==> src/rtl/hazard_log_writer.sv <==
// Write side of the pipeline hazard log: detects RAW hazards between the ID
// operands and the EX/MEM producers and packs them into a 13-slot circular log.
module hazard_log_writer #(
  parameter int SLOTS = 13,
  parameter int REG_W = 3
) (
  input  logic                 clk,
  input  logic                 rst,
  input  logic                 id_valid,
  input  logic [REG_W-1:0]     id_rs1,
  input  logic [REG_W-1:0]     id_rs2,
  input  logic                 id_use_rs1,
  input  logic                 id_use_rs2,
  input  logic                 ex_wr_en,
  input  logic [REG_W-1:0]     ex_rd,
  input  logic                 mem_wr_en,
  input  logic [REG_W-1:0]     mem_rd,
  input  logic                 clear,
  input  logic                 freeze,
  output logic [8*SLOTS:0]     hazard_mem,
  output logic [3:0]           hazard_count,
  output logic [3:0]           wr_ptr,
  output logic                 hazard_pulse
);

  localparam logic [3:0] LAST_SLOT = 4'(SLOTS - 1);
  localparam logic [3:0] FULL_CNT  = 4'(SLOTS);
  localparam logic [4:0] FULL_CNT5 = 5'(SLOTS);

  logic [7:0] r_slots [SLOTS];
  logic       r_ovf;
  logic [3:0] r_count;
  logic [3:0] r_ptr;
  logic       r_pulse;

  logic       w_use1, w_use2;
  logic       w_ex1, w_mem1, w_ex2, w_mem2;
  logic       w_hit1, w_hit2;
  logic [1:0] w_nrec;
  logic [7:0] w_rec1, w_rec2;
  logic [3:0] w_ptr1, w_ptr2;
  logic [4:0] w_sum;
  logic       w_ovf;

  always_comb begin
    w_use1 = id_valid & id_use_rs1 & ~freeze & (id_rs1 != '0);
    w_use2 = id_valid & id_use_rs2 & ~freeze & (id_rs2 != '0);
    w_ex1  = ex_wr_en  & (ex_rd  == id_rs1);
    w_mem1 = mem_wr_en & (mem_rd == id_rs1);
    w_ex2  = ex_wr_en  & (ex_rd  == id_rs2);
    w_mem2 = mem_wr_en & (mem_rd == id_rs2);
    w_hit1 = w_use1 & (w_ex1 | w_mem1);
    // A second operand naming the same register adds no new information.
    w_hit2 = w_use2 & (w_ex2 | w_mem2) & ~(w_hit1 & (id_rs1 == id_rs2));
    w_rec1 = {id_rs1, 1'b0, (w_ex1 ? 2'b01 : 2'b10), 2'b01};
    w_rec2 = {id_rs2, 1'b1, (w_ex2 ? 2'b01 : 2'b10), 2'b01};
    w_nrec = {1'b0, w_hit1} + {1'b0, w_hit2};
    w_ptr1 = (r_ptr  == LAST_SLOT) ? 4'd0 : r_ptr + 4'd1;
    w_ptr2 = (w_ptr1 == LAST_SLOT) ? 4'd0 : w_ptr1 + 4'd1;
    w_sum  = {1'b0, r_count} + {3'b000, w_nrec};
    // Any write beyond a full log lands on the oldest record.
    w_ovf  = (w_sum > FULL_CNT5);
  end

  always_ff @(posedge clk) begin
    if (rst || clear) begin
      for (int k = 0; k < SLOTS; k++) r_slots[k] <= '0;
      r_ovf   <= 1'b0;
      r_count <= '0;
      r_ptr   <= '0;
      r_pulse <= 1'b0;
    end else begin
      r_pulse <= (w_nrec != 2'd0);
      if (w_hit1) r_slots[r_ptr] <= w_rec1;
      if (w_hit2) r_slots[w_hit1 ? w_ptr1 : r_ptr] <= w_rec2;
      case (w_nrec)
        2'd1:    r_ptr <= w_ptr1;
        2'd2:    r_ptr <= w_ptr2;
        default: r_ptr <= r_ptr;
      endcase
      r_count <= w_ovf ? FULL_CNT : w_sum[3:0];
      if (w_ovf) r_ovf <= 1'b1;
    end
  end

  assign hazard_mem[8*SLOTS] = r_ovf;
  for (genvar k = 0; k < SLOTS; k++) begin : g_pack
    assign hazard_mem[8*(SLOTS-k)-1 -: 8] = r_slots[k];
  end

  assign hazard_count = r_count;
  assign wr_ptr       = r_ptr;
  assign hazard_pulse = r_pulse;

endmodule

==> config.mk <==
export PLATFORM = sky130hd
export DESIGN_NAME = hazard_log_writer
export DESIGN_NICKNAME = d
export VERILOG_FILES = /design/src/rtl/hazard_log_writer.sv
export SDC_FILE = /design/constraint.sdc
export NUM_CORES = 1
export LEC_CHECK = 0
export CAP_MARGIN = 20
export CORE_UTILIZATION = 45
export CTS_CLUSTER_SIZE = 12
export DETAILED_ROUTE_END_ITERATION = 10
export PLACE_DENSITY = 0.77
export SETUP_SLACK_MARGIN = 0.1
export SYNTH_ARGS = -nofsm -noshare
export SYNTH_HDL_FRONTEND = slang
export SYNTH_SLANG_ARGS = --single-unit
==> constraint.sdc <==
create_clock -name clk -period 3.54 [get_ports clk]
set_clock_uncertainty 0.2 [all_clocks]
set_input_delay 0.531 -clock clk [delete_from_list [all_inputs] [get_ports clk]]
set_output_delay 0.531 -clock clk [all_outputs]
set_load 0.05 [all_outputs]
==> flow_summary_export.csv <==
group,metric,value,unit
timing,rsz0062_at_grt,"false",
detailed_routing,dr.pass1.iters,7,
detailed_routing,ant_nets,0,
die,dieHeight,113.0,µm
timing,relSlewSlack,48.18,%
setup_path,path_cells,"clkdlybuf4s50_1, buf_4, xnor2_2, and4_1, o21ai_4, inv_2, a21oi_4, ha_4, ha_4, inv_2, fa_2, nor2b_4, o41ai_4, nor2_1, nor2_1",
synth,syn_inst,529,
min_path,min_path_type,"register to register",
power_and_ir_drop,power,2.741,mW
status,status,"finished, final reports clean",
placed_design,portBuffers,121,
synth,ys_seq_elements,101,
synth,ys_warn_count,0,
detailed_routing,dr_wl_met2,7878,µm
die,start_util,46.14,%
synth,synth_cell_types,62,
timing,report.final.slew_viol_count,0,
detailed_routing,wl_met1,6358,µm
cts,clk_path_buf_depth,2,
finish,synthToLayoutAreaGrowth,37.01,%
synth,yosys.area.top_type,"edfxtp_1",
setup_path,critPathBufInv,4,
setup_path,arrival,3370,ps
setup_path,worst-setup-path-type,"input pin to register",
cts,clk_latency,360,ps
placed_design,routabilityCongestion,0.9742,
power_and_ir_drop,power_density,361.1,nW/µm²
power_and_ir_drop,leakage,2.940,nW
synth,ys.flop_type,"edfxtp_1",
cts,clock-sinks,101,
die,num_rows,40,
synth,synth-edff-count,65,
setup_path,crit_path_top_delay_cell,"clkdlybuf4s50_1",
finish,multi_input_area,2679,µm²
detailed_routing,routed_via_density,5.857,
power_and_ir_drop,peakVddDrop,221.9,µV
die,die_w,113.0,µm
placed_design,place_ws,-191.3,ps
timing,setup_slack,264.1,ps
die,die_area,12760,µm²
cts,cts.clk_slew.worst_paths,70,ps
timing,max_freq,305.3,MHz
global_route,grt_overflow,0,
cts,h-tree-depth,3,
timing,hold_viol,0,
setup_path,startpoint_type,"input pin",
global_route,grt_pass1_wl,25810,µm
cts,cts_root_buf,"clkbuf_16",
setup_path,crit_path_max_fanout,6,
synth,syn_area,5542,µm²
global_route,grt_max_degree,36,
setup_path,cp-end-kind,"register",
synth,syn_avg_cell_area,10.48,µm²
finish,seq_area,2674,µm²
detailed_routing,wl,16470,µm
cts,cts_hold_buf,0,
global_route,antenna_found_initial,0,
placed_design,place_hpwl,12320,µm
synth,async_flop_share,0,%
finish,layout.cells.most_common,"clkdlybuf4s50_1",
detailed_routing,drc,0,
synth,ys_seq_area_share,48.23,%
finish,fill_cells,975,
finish,nNetsFinal,710,
timing,tightestPinTransition,769.1,ps
global_route,grt_pass1_vias,4765,
detailed_routing,drt_iter0_markers,464,
timing,period_minus_slack,3276,ps
setup_path,reg2reg_setup_slack,410,ps
detailed_routing,dr_wl_met3,1592,µm
setup_path,crit_family,"buffers and inverters",
detailed_routing,vias,4867,
timing,fin_crit_sh,92.54,%
finish,diodes,0,
timing,finalSetupViolations,0,
synth,yosys-top-cells-area,"edfxtp_1 (35%), dfxtp_1 (13%), nand2_1 (4.1%), mux2i_1 (3.4%), nor2_1 (3.0%)",
setup_path,required,3640,ps
die,ios,135,
global_route,track_usage,26.68,%
finish,mostFrequentLayoutCells,"clkdlybuf4s50_1 (119), edfxtp_1 (65), buf_4 (61)",
cts,cts_setup_buffers,0,
synth,yosysTopAreaCellShare,35.22,%
cts,numCtsBuffers,9,
die,coreArea,12010,µm²
job,drv_cap,0,
finish,drive_gt1_share,19.01,%
detailed_routing,wl_per_cell,19.82,µm
detailed_routing,top_layer_used,"met4",
cts,cts_tree,"yes",
setup_path,max_stage_delay,460,ps
cts,post_cts_resized,0,
## tightest hold or removal path: cells and delay by family (launching register included)
kind	cells	cell delay [ps]
AND/OR/NAND/NOR	2	90
flip-flops	1	310
## synth_stat cells (4+ instances only)
master,number
a21o_1,11
o21ai_0,10
nor3_1,7
inv_1,8
a31oi_1,26
mux2_2,14
xnor2_1,15
nand2b_1,6
mux2_1,8
buf_4,18
nand2_1,60
ha_1,9
buf_2,9
nor2_1,45
edfxtp_1,65
mux2i_1,19
mux2_4,6
nand4_1,5
nor3_4,4
nand3_1,21
a21oi_1,6
clkbuf_1,26
nor2b_1,6
and2_1,5
o22ai_1,22
and4_1,4
a22oi_1,4
dfxtp_1,36
## final cells by class
cell class | count | share of cell area (%)
clock buffers | 12 | 3.659
well taps | 147 | 2.423
clock inverters | 4 | 0.6592
inverters | 9 | 0.4450
multi-input cells | 375 | 35.28
repair buffers | 183 | 22.31
flip-flops and latches | 101 | 35.22
## state kept, by name, indices dropped and copies added (netlist names)
name	count
wr_ptr	4
hazard_pulse	1
r_slots	91
r_ovf	1
hazard_count	4
## metrics by stage
stage / hold WS (ps) / instances / TNS (ps) / instance area, µm² / utilization, %
finish: 253.8 / 831 / 0 / 7592 / 63.21
floorplan: 235.6 / 541 / -10.35 / 5736 / -
CTS: 254.3 / 831 / 0 / 7580 / 63.10
global route: 275.0 / 831 / 0 / 7592 / 63.21
detailed placement: 245.5 / 815 / -2627 / 7252 / 60.38
global placement: 241.5 / 815 / -341.9 / 7252 / 60.38
## final timing paths
| kind | start | end | cells after the start |
|---|---|---|---|
| max | id_rs1[0] | r_ovf$_SDFFE_PP0N_ | 15 |
| min reg2reg | r_slots[2][3]$_SDFFE_PP1P_ | r_slots[2][3]$_SDFFE_PP1P_ | 2 |
| min | r_slots[2][3]$_SDFFE_PP1P_ | r_slots[2][3]$_SDFFE_PP1P_ | 2 |
| max reg2reg | wr_ptr[1]$_SDFFE_PP0P_ | r_slots[0][6]$_DFFE_PP_ | 8 |
## routing by layer
metal	up-vias	global-route usage, %
met5	-	0
met4	0	13.16
met3	50	7.124
met2	299	44.49
met1	2310	32.02
li1	2208	-
## cell families (layout without fill, tap and decap cells)
| logic type | after synthesis | in the layout | synth area share, % |
|---|---|---|---|
| flops | 101 | 101 | 48.23 |
| simple gates | 175 | 175 | 15.65 |
| fa+ha+maj | 10 | 10 | 2.393 |
| mux | 52 | 52 | 11.09 |
| other cells | 1 | 13 | 0.06767 |
| compound gates | 107 | 107 | 13.64 |
| buf+inv | 65 | 208 | 6.096 |
| xor+xnor | 18 | 18 | 2.845 |
## report_power, final
part	switching, mW	leakage, nW	internal [mW]
registers	0.00989	1.01	1.28
logic	0.260	1.76	0.119
clock network	0.441	0.165	0.631
No activity file was read; power rests on OpenSTA's default activity.
